## config.mk

```make
export PLATFORM = sky130hd
export DESIGN_NAME = hif_fir_engine_flat
export DESIGN_NICKNAME = d
export VERILOG_FILES = /design/src/rtl/hif_fir_engine_if.sv /design/src/rtl/hif_fir_engine.sv /design/src/flat_wrapper.sv
export SDC_FILE = /design/constraint.sdc
export NUM_CORES = 1
export LEC_CHECK = 0
export CORE_UTILIZATION = 58
export DETAILED_ROUTE_END_ITERATION = 12
export GPL_ROUTABILITY_DRIVEN = 0
export GPL_TIMING_DRIVEN = 0
export PLACE_DENSITY = 0.74
export REMOVE_ABC_BUFFERS = 1
export SYNTH_ARGS = -nofsm -noshare
export SYNTH_HDL_FRONTEND = slang
export SYNTH_SLANG_ARGS = --single-unit
export TNS_END_PERCENT = 50
```

## constraint.sdc

```tcl
create_clock -name clk -period 9.7 [get_ports clk]
set_input_delay 1.455 -clock clk [delete_from_list [all_inputs] [get_ports clk]]
set_output_delay 1.455 -clock clk [all_outputs]
set_load 0.01 [all_outputs]
```

## src/rtl/hif_fir_engine_if.sv

```systemverilog
// Burst sample, coefficient ROM and result signals of the FIR engine.
// master drives the burst and ROM data; slave is the engine.
interface hif_fir_engine_if #(
    parameter int unsigned CW = 10
);
    logic                 sequencing;
    logic signed [15:0]   smpl_in;
    logic        [CW-1:0] coeff_addr;
    logic signed [15:0]   coeff;
    logic signed [15:0]   smpl_out;
    logic                 vld;
    logic                 seq_err;

    modport master (
        output sequencing, smpl_in, coeff,
        input  coeff_addr, smpl_out, vld, seq_err
    );

    modport slave (
        input  sequencing, smpl_in, coeff,
        output coeff_addr, smpl_out, vld, seq_err
    );
endinterface

```

## src/rtl/hif_fir_engine.sv

```systemverilog
// Burst FIR engine: one MAC per accepted sample against an external ROM.
// Emits one rounded, saturated result per full burst and flags short bursts.
module hif_fir_engine #(
    parameter int unsigned NTAPS = 1021,
    parameter int unsigned CW    = 10
) (
    input  logic              clk,
    input  logic              rst_n,
    hif_fir_engine_if.slave   fif
);
    typedef enum logic [2:0] {StIdle, StAcc, StFlush, StOut, StWaitLow} state_e;

    localparam logic [CW:0] LastTap = (CW+1)'(NTAPS - 1);

    state_e             state_q, state_d;
    logic [CW:0]        k_q, k_d;
    logic signed [41:0] acc_q, acc_d;
    logic signed [15:0] smpl_q, smpl_d;
    logic signed [15:0] smpl_out_q, smpl_out_d;
    logic               vld_q, vld_d;
    logic               seq_err_q, seq_err_d;

    logic signed [31:0] prod;
    logic signed [41:0] acc_sum;
    logic signed [41:0] rnd;
    logic signed [15:0] sat;

    // Registered sample meets the ROM word addressed in the same cycle it was taken.
    assign prod    = smpl_q * fif.coeff;
    assign acc_sum = acc_q + 42'(prod);
    assign rnd     = (acc_sum + 42'sd16384) >>> 15;

    always_comb begin
        sat = rnd[15:0];
        if (rnd > 42'sd32767) begin
            sat = 16'sh7fff;
        end else if (rnd < -42'sd32768) begin
            sat = 16'sh8000;
        end
    end

    always_comb begin
        state_d    = state_q;
        k_d        = k_q;
        acc_d      = acc_q;
        smpl_d     = smpl_q;
        smpl_out_d = smpl_out_q;
        vld_d      = 1'b0;
        seq_err_d  = 1'b0;
        unique case (state_q)
            StIdle: begin
                k_d = '0;
                if (fif.sequencing) begin
                    state_d = StAcc;
                    k_d     = (CW+1)'(1);
                    acc_d   = '0;
                    smpl_d  = fif.smpl_in;
                end
            end
            StAcc: begin
                if (fif.sequencing) begin
                    acc_d  = acc_sum;
                    smpl_d = fif.smpl_in;
                    k_d    = k_q + (CW+1)'(1);
                    if (k_q == LastTap) begin
                        state_d = StFlush;
                    end
                end else begin
                    state_d   = StIdle;
                    k_d       = '0;
                    seq_err_d = 1'b1;
                end
            end
            StFlush: begin
                // Result is registered on the way into OUT so vld and smpl_out
                // are both flop outputs for the whole OUT cycle.
                acc_d      = acc_sum;
                smpl_out_d = sat;
                vld_d      = 1'b1;
                state_d    = StOut;
            end
            StOut: begin
                if (fif.sequencing) begin
                    state_d = StWaitLow;
                end else begin
                    state_d = StIdle;
                    k_d     = '0;
                end
            end
            StWaitLow: begin
                if (!fif.sequencing) begin
                    state_d = StIdle;
                    k_d     = '0;
                end
            end
            default: begin
                state_d = StIdle;
                k_d     = '0;
            end
        endcase
    end

    always_ff @(posedge clk or negedge rst_n) begin
        if (!rst_n) begin
            state_q    <= StIdle;
            k_q        <= '0;
            acc_q      <= '0;
            smpl_q     <= '0;
            smpl_out_q <= '0;
            vld_q      <= 1'b0;
            seq_err_q  <= 1'b0;
        end else begin
            state_q    <= state_d;
            k_q        <= k_d;
            acc_q      <= acc_d;
            smpl_q     <= smpl_d;
            smpl_out_q <= smpl_out_d;
            vld_q      <= vld_d;
            seq_err_q  <= seq_err_d;
        end
    end

    assign fif.coeff_addr = k_q[CW-1:0];
    assign fif.smpl_out   = smpl_out_q;
    assign fif.vld        = vld_q;
    assign fif.seq_err    = seq_err_q;
endmodule

```

## src/flat_wrapper.sv

```systemverilog
// flat-port wrapper written by rule: the top's interface ports become plain ports
module hif_fir_engine_flat 
#(
    parameter int unsigned NTAPS = 1021,
    parameter int unsigned CW    = 10
)
  (clk, rst_n, fif_sequencing, fif_smpl_in, fif_coeff, fif_coeff_addr, fif_smpl_out, fif_vld, fif_seq_err);
  hif_fir_engine_if #(.CW(CW)) fif_i ();
  input  logic clk;
  input  logic rst_n;
  input wire logic [$bits(fif_i.sequencing)-1:0] fif_sequencing;
  input wire logic [$bits(fif_i.smpl_in)-1:0] fif_smpl_in;
  input wire logic [$bits(fif_i.coeff)-1:0] fif_coeff;
  output wire logic [$bits(fif_i.coeff_addr)-1:0] fif_coeff_addr;
  output wire logic [$bits(fif_i.smpl_out)-1:0] fif_smpl_out;
  output wire logic [$bits(fif_i.vld)-1:0] fif_vld;
  output wire logic [$bits(fif_i.seq_err)-1:0] fif_seq_err;
  assign fif_i.sequencing = fif_sequencing;
  assign fif_i.smpl_in = fif_smpl_in;
  assign fif_i.coeff = fif_coeff;
  assign fif_coeff_addr = fif_i.coeff_addr;
  assign fif_smpl_out = fif_i.smpl_out;
  assign fif_vld = fif_i.vld;
  assign fif_seq_err = fif_i.seq_err;
  hif_fir_engine #(.NTAPS(NTAPS), .CW(CW)) u_core (.clk(clk), .rst_n(rst_n), .fif(fif_i));
endmodule
```

* After elaboration in Yosys (flattened, before gate mapping) *
Cells that the tools add are included.

cells by class
  reductions and logical operators = 8
  equal/unequal tests = 10
  muxes and demuxes = 18
  $lt $le $gt $ge = 2
  add/sub/neg operators = 3
  $mul = 1
  bitwise operators = 1

operators with widths
  cell                                                  number
  one-hot mux 42 bit (3 select lines)                   1
  two-way mux 42 bit                                    2
  one-hot mux 11 bit (4 select lines)                   1
  adder 42 x 16 -> 42 bit, second input constant        1
  adder 42 x 32 -> 42 bit                               1
  multiplier 16 x 16 -> 32 bit                          1
  two-way mux 16 bit                                    2
  > comparator 27 x 16 -> 1 bit, second input constant  1
  < comparator 27 x 16 -> 1 bit, second input constant  1
  two-way mux 11 bit                                    2
  two-way mux 3 bit                                     5
  one-hot mux 3 bit (5 select lines)                    1
  adder 11 x 1 -> 11 bit, second input constant         1
  == test 11 x 10 -> 1 bit, second input constant       1
  != test 2 bit, second input constant                  4
  == test 3 x 2 -> 1 bit, second input constant         2
  AND reduction 3 bit                                   2
  two-way mux 1 bit                                     4
  AND reduction 2 bit                                   2
  OR reduction 2 bit                                    2
  == test 3 x 1 -> 1 bit, second input constant         1
  == test 3 bit, second input constant                  1
  zero test 3 bit                                       1
  != test 3 x 2 -> 1 bit, second input constant         1
  2 further kinds                                       2

word-level totals
  word-level logic and storage cells = 50
  register bits = 90
  input bits = 35
  output and inout bits = 28

* Longest topological paths before layout *
  depth after elaboration = 6
  mapped depth = 30

* Worst setup path after synthesis *
OpenSTA, ideal clock, no wires.

  kind = input to register
  start = input port fif_coeff[4]
  end = register u_core.smpl_out_q[10] (netlist: u_core.fif.smpl_out[10])
  setup time = 96 ps
  buffers on the path = 3
  required time = 9604 ps
  cell stages on the path = 28
  data arrival time = 8847 ps
  slack = 758 ps
  cell sequence = clkbuf_1 nand2_1 fa_1 inv_1 fa_1 inv_1 fa_1 inv_1 fa_1 inv_1 fa_1 inv_1 fa_1 ha_1 clkbuf_1 a21o_1 a21o_1 a221oi_1 o21ai_0 a41oi_1 nor2b_4 xnor2_4 or3b_1 nor4_2 xnor2_1 nor2_4 buf_4 o32ai_2

between the ends
  cells in the longest elaborated chain, start to end = 6
  elaborated cells between the ends (all ways) = 7
  those cells by class = add/sub: 2; mul: 1; order compare: 2; mux: 2

ends and longest elaborated chain
  what                            line                   RTL
  start: declaration              flat_wrapper.sv:13     input wire logic [$bits(fif_i.coeff)-1:0] fif_coeff;
  multiplier 16 x 16 -> 32 bit *  hif_fir_engine.sv:29   assign prod = smpl_q * fif.coeff;
  adder 42 x 32 -> 42 bit *       hif_fir_engine.sv:30   assign acc_sum = acc_q + 42'(prod);
  adder 42 x 16 -> 42 bit *       hif_fir_engine.sv:31   assign rnd = (acc_sum + 42'sd16384) >>> 15;
  < comparator 27 x 16 -> 1 bit   hif_fir_engine.sv:37   end else if (rnd < -42'sd32768) begin
  two-way mux 16 bit              hif_fir_engine.sv:37
  two-way mux 16 bit *            hif_fir_engine.sv:35   if (rnd > 42'sd32767) begin
  end signal: assignment          hif_fir_engine.sv:117  smpl_out_q <= smpl_out_d;
  end: declaration                hif_fir_engine.sv:19   logic signed [15:0] smpl_out_q, smpl_out_d;

Every way passes the cells marked *; elsewhere a longest branch is shown, timed or not.
A chain may end at the register's enable or synchronous reset.

* Worst setup path in the final report *
  start = input port fif_coeff[15]
  end = register u_core.smpl_out_q[4] (netlist: u_core.fif.smpl_out[4])

Same word-level chain as after synthesis.

==> metrics.sh <==
PERIOD_NEEDED_NS=9.39
NUMBER_OF_ANTENNA_VIOLATIONS_AT_THE_FIRST_CHECK_IN_GLOBAL_ROUTING=0
TIMING.FINAL.MAX_SLEW_VIOLATIONS=0
POSTSYNTHREGISTERBITS=90
WORST_HOLD_PATH_TYPE='register to register'
CTSLONGESTPATHBUFFERS=2
TRACK_USAGE=0.282
VIAS=12700
HOLD_VIOL_FINAL=0
FINISH.NET_COUNT=2347
CP.ARRIVAL_NS=9.63
SEQ_AREA_UM2=2250
SYNTH_TOP_CELL_AREA_SHARE=0.384
WORST_SLACK_NS=0.309
CRITPATHCAPTURETYPE='register'
TIMING.CRITICAL_PATH.FROM_TYPE='input port'
INITIAL_CORE_UTIL=0.592
MULTIINPUTGATEAREA_UM2=13700
WL_PER_CELL_UM=17.5
CLOCK_SINK_COUNT=90
HOLDPATHEND='u_core.acc_q[29]'
DETAIL_ROUTE.VIAS_PER_CELL=5.65
MAX_CAP_VIOL_COUNT=0
HPWL_UM=32400
RR_WORST_DEPTH=26
MAX_FREQ_GHz=0.106
SETUP-VIOLATIONS-FINAL=0
FINAL_ANTENNA_NET_COUNT=0
REG2REG_SETUP_SLACK_NS=0.97
GRT_MAX_DEGREE=55
SYN_TO_FINAL_GROWTH_PCT=6.97
CORE_AREA_UM2=29700
OUTCOME='finished, final reports clean'
R2R_END='u_core.fif.smpl_out[4]'
DETAILEDROUTE.FIRSTITERATIONVIOLATIONS=596
DRT-PASS1-ITER-COUNT=5
ASYNC_RESET_FF_FRAC=1.00
SYNTH_ENABLE_FLOP_CELLS=0
CTS.CLK_SLEW.WORST_PATHS_NS=0.07
POSTSYNTHCELLCOUNT=1849
YOSYSSEQAREASHARE=0.128
CELL_WITH_THE_MOST_INSTANCES_AFTER_SYNTHESIS='inv_1'
SYN-CELL-AREA_UM2=17600
R2R-START='u_core.smpl_q[15]'
IO_BUFFERS=62
YOSYS_WARNINGS=0
TIMING_WORST_SETUP_PATH_TYPE='input port to register'
HTREEDEPTH=3
DIE_H_UM=176
SYNTH_LARGEST_AREA_CELL='fa_1'
CTS_TREE='done'
CTS_BUFFERS=9
WORST_HOLD_SLACK_NS=0.490
WORST_SKEW_PAIR.LATE_LATENCY_NS=0.36
ANTENNA_CELLS_INSERTED=0
TOTALWIRELENGTH_UM=39300
IOPINCOUNT=63
DIE_AREA_UM2=31000
DRIVE_GT1_FRAC=0.0695
RSZ_0062_RAISED_AFTER_GLOBAL_ROUTING='false'
FILLER_CELL_COUNT=2386
PATH_MAX_FANOUT=15
DIE-WIDTH_UM=176
FIN_SKEW_NS=0.0143
TIGHTEST_SLEW_NS=0.959
SETUP_TNS_NS=0
GRT_OVERFLOW_TOTAL=0
POST_SYNTH_MOST_FREQUENT_CELLS='inv_1, fa_1, nand2_1'
FLOORPLAN.ROWS=63
FINAL_CORE_UTIL=0.634
TIMING.FINAL.CRIT_SHARE=0.968
WORST_HOLD_STARTPOINT='u_core.acc_q[29]'
GRT_FIRST_PASS_WIRELENGTH_UM=69700
GRT_PASS1_VIAS=13900
NETLIST-CELL-TYPE-COUNT=82
SYNTH_AREA_LEADERS='fa_1, dfrtp_1, ha_1'
POST-ROUTE-DRC-COUNT=0
DETAILEDPLACE.WORSTSLACK_NS=-1.20
WHS_PATH_DEPTH=2
CRITICAL_PATH_REQUIRED_NS=9.94
POST_SYNTH.CELL_AREA_AVG_UM2=9.52
CTSROOTBUFFERMASTER='clkbuf_16'
MAX_SLEW_MARGIN=0.360
YS_DOMINANT_REG_CELL='dfrtp_1'
## timing repair
item,4_1_cts,5_1_grt
endpoints found under the setup margin,16,16
setup buffers,3,3
pin swaps,2,0
gates cloned,1,0
hold buffers,0,0
resized for setup,22,36
## layer usage
metal | global-route usage | wire (µm) | vias to the layer above
met5 | 0 | 0 | -
met4 | 0.0612 | 542 | 0
met3 | 0.0355 | 2120 | 46
met2 | 0.457 | 18700 | 350
met1 | 0.407 | 18000 | 6488
li1 | - | - | 5822
## sequential cells by signal, summed over array words and instances, names as in the netlist
signal / cells
u_core.acc_q: 42
u_core.fif.smpl_out: 16
u_core.fif.vld: 1
u_core.k_q: 11
u_core.smpl_q: 16
u_core.state_q: 3
u_core.fif.seq_err: 1
## metrics by stage
step,area (µm²),std cells
detailed placement,18400,2224
CTS,18800,2244
finish,18800,2247
global placement,18300,2220
floorplan,17200,1768
global route,18800,2247
## cells in the final DEF (no fill, tap or decap), types with 5 or more instances in the layout
master           netlist  routed
inv_1                359     356
clkinvlp_4             0       6
and3_1                 5       5
dlymetal6s2s_1         0       5
nor4_1                 5       5
nor3_1                19      19
a21o_1                15      14
a21oi_1               49      48
clkbuf_2               0       5
a31oi_1                8       8
mux2_2                16      16
nor2b_1                7       7
or2_2                  5       5
ha_1                 122     122
o21ai_0               67      66
nand4_1               16      16
clkbuf_16              0       9
xnor2_1               29      27
clkdlybuf4s50_1        0      47
o32ai_1                5       5
a22o_1                22      22
o211ai_1               8       8
dfrtp_1               90      90
a21oi_2                4       5
o32ai_2               10      10
xor2_1                25      24
nor3_2                 5       5
nand2b_1               5       5
or3_1                 13      13
o21ai_1                9      10
fa_1                 338     335
and2_1               112     112
o21a_1                10      10
nand2_1              212     211
nand3_1               22      21
nor2_1                75      72
## layout make-up
cell class / count / share of cell area
Timing Repair inverter: 1 / 0.000399
Clock buffer: 10 / 0.0122
Tap cell: 390 / 0.0259
Multi-Input combinational cell: 1319 / 0.727
Clock inverter: 6 / 0.00292
Inverter: 359 / 0.0722
Timing Repair Buffer: 72 / 0.0399
Sequential cell: 90 / 0.120
## worst max-delay path, stage by stage
cell and delay, ns:
clkdlybuf4s50_1 0.53, clkinvlp_4 0.15, buf_4 0.17, buf_4 0.16, nor2_1 0.13, fa_1 0.47, fa_1 0.53, fa_1 0.55
fa_1 0.53, fa_1 0.55, inv_1 0.07, fa_1 0.55, inv_1 0.05, ha_1 0.50, nand2_1 0.09, o21ai_0 0.39
a41oi_1 0.12, a31oi_1 0.31, xnor2_1 0.27, nor2_4 0.21, nand3_2 0.13, or3_1 0.56, o211a_1 0.26, o22ai_1 0.28
nor4_4 0.09, buf_12 0.16, o32ai_1 0.33
## worst max path at each step
stage | from | endpoint | slack, ns | cells past startpoint
after floorplan | fif_coeff[15] | u_core.fif.smpl_out[0] | 0.82 | 23
after global placement | fif_coeff[1] | u_core.fif.smpl_out[3] | -1.06 | 26
after detailed placement | fif_coeff[1] | u_core.fif.smpl_out[3] | -1.20 | 26
after CTS | fif_coeff[3] | u_core.fif.smpl_out[4] | 0.003 | 26
after global routing | fif_coeff[15] | u_core.fif.smpl_out[4] | 0.006 | 26
final | fif_coeff[15] | u_core.fif.smpl_out[4] | 0.31 | 27
## kinds of logic (layout without fill, tap and decap cells)
family	after synthesis	count (layout)	share of synthesized area
adders and majority gates	460	460	0.471
and+or+nand+nor	532	532	0.156
buffers and inverters	440	448	0.0982
xor gates and xnor gates	58	58	0.0318
DFF	90	90	0.128
AOI/OAI and AO/OA	250	250	0.103
muxes	19	19	0.0119
Power is left out: the tool's default activity adds up to more than one toggle a clock period on the data nets, which glitch-free logic cannot reach.
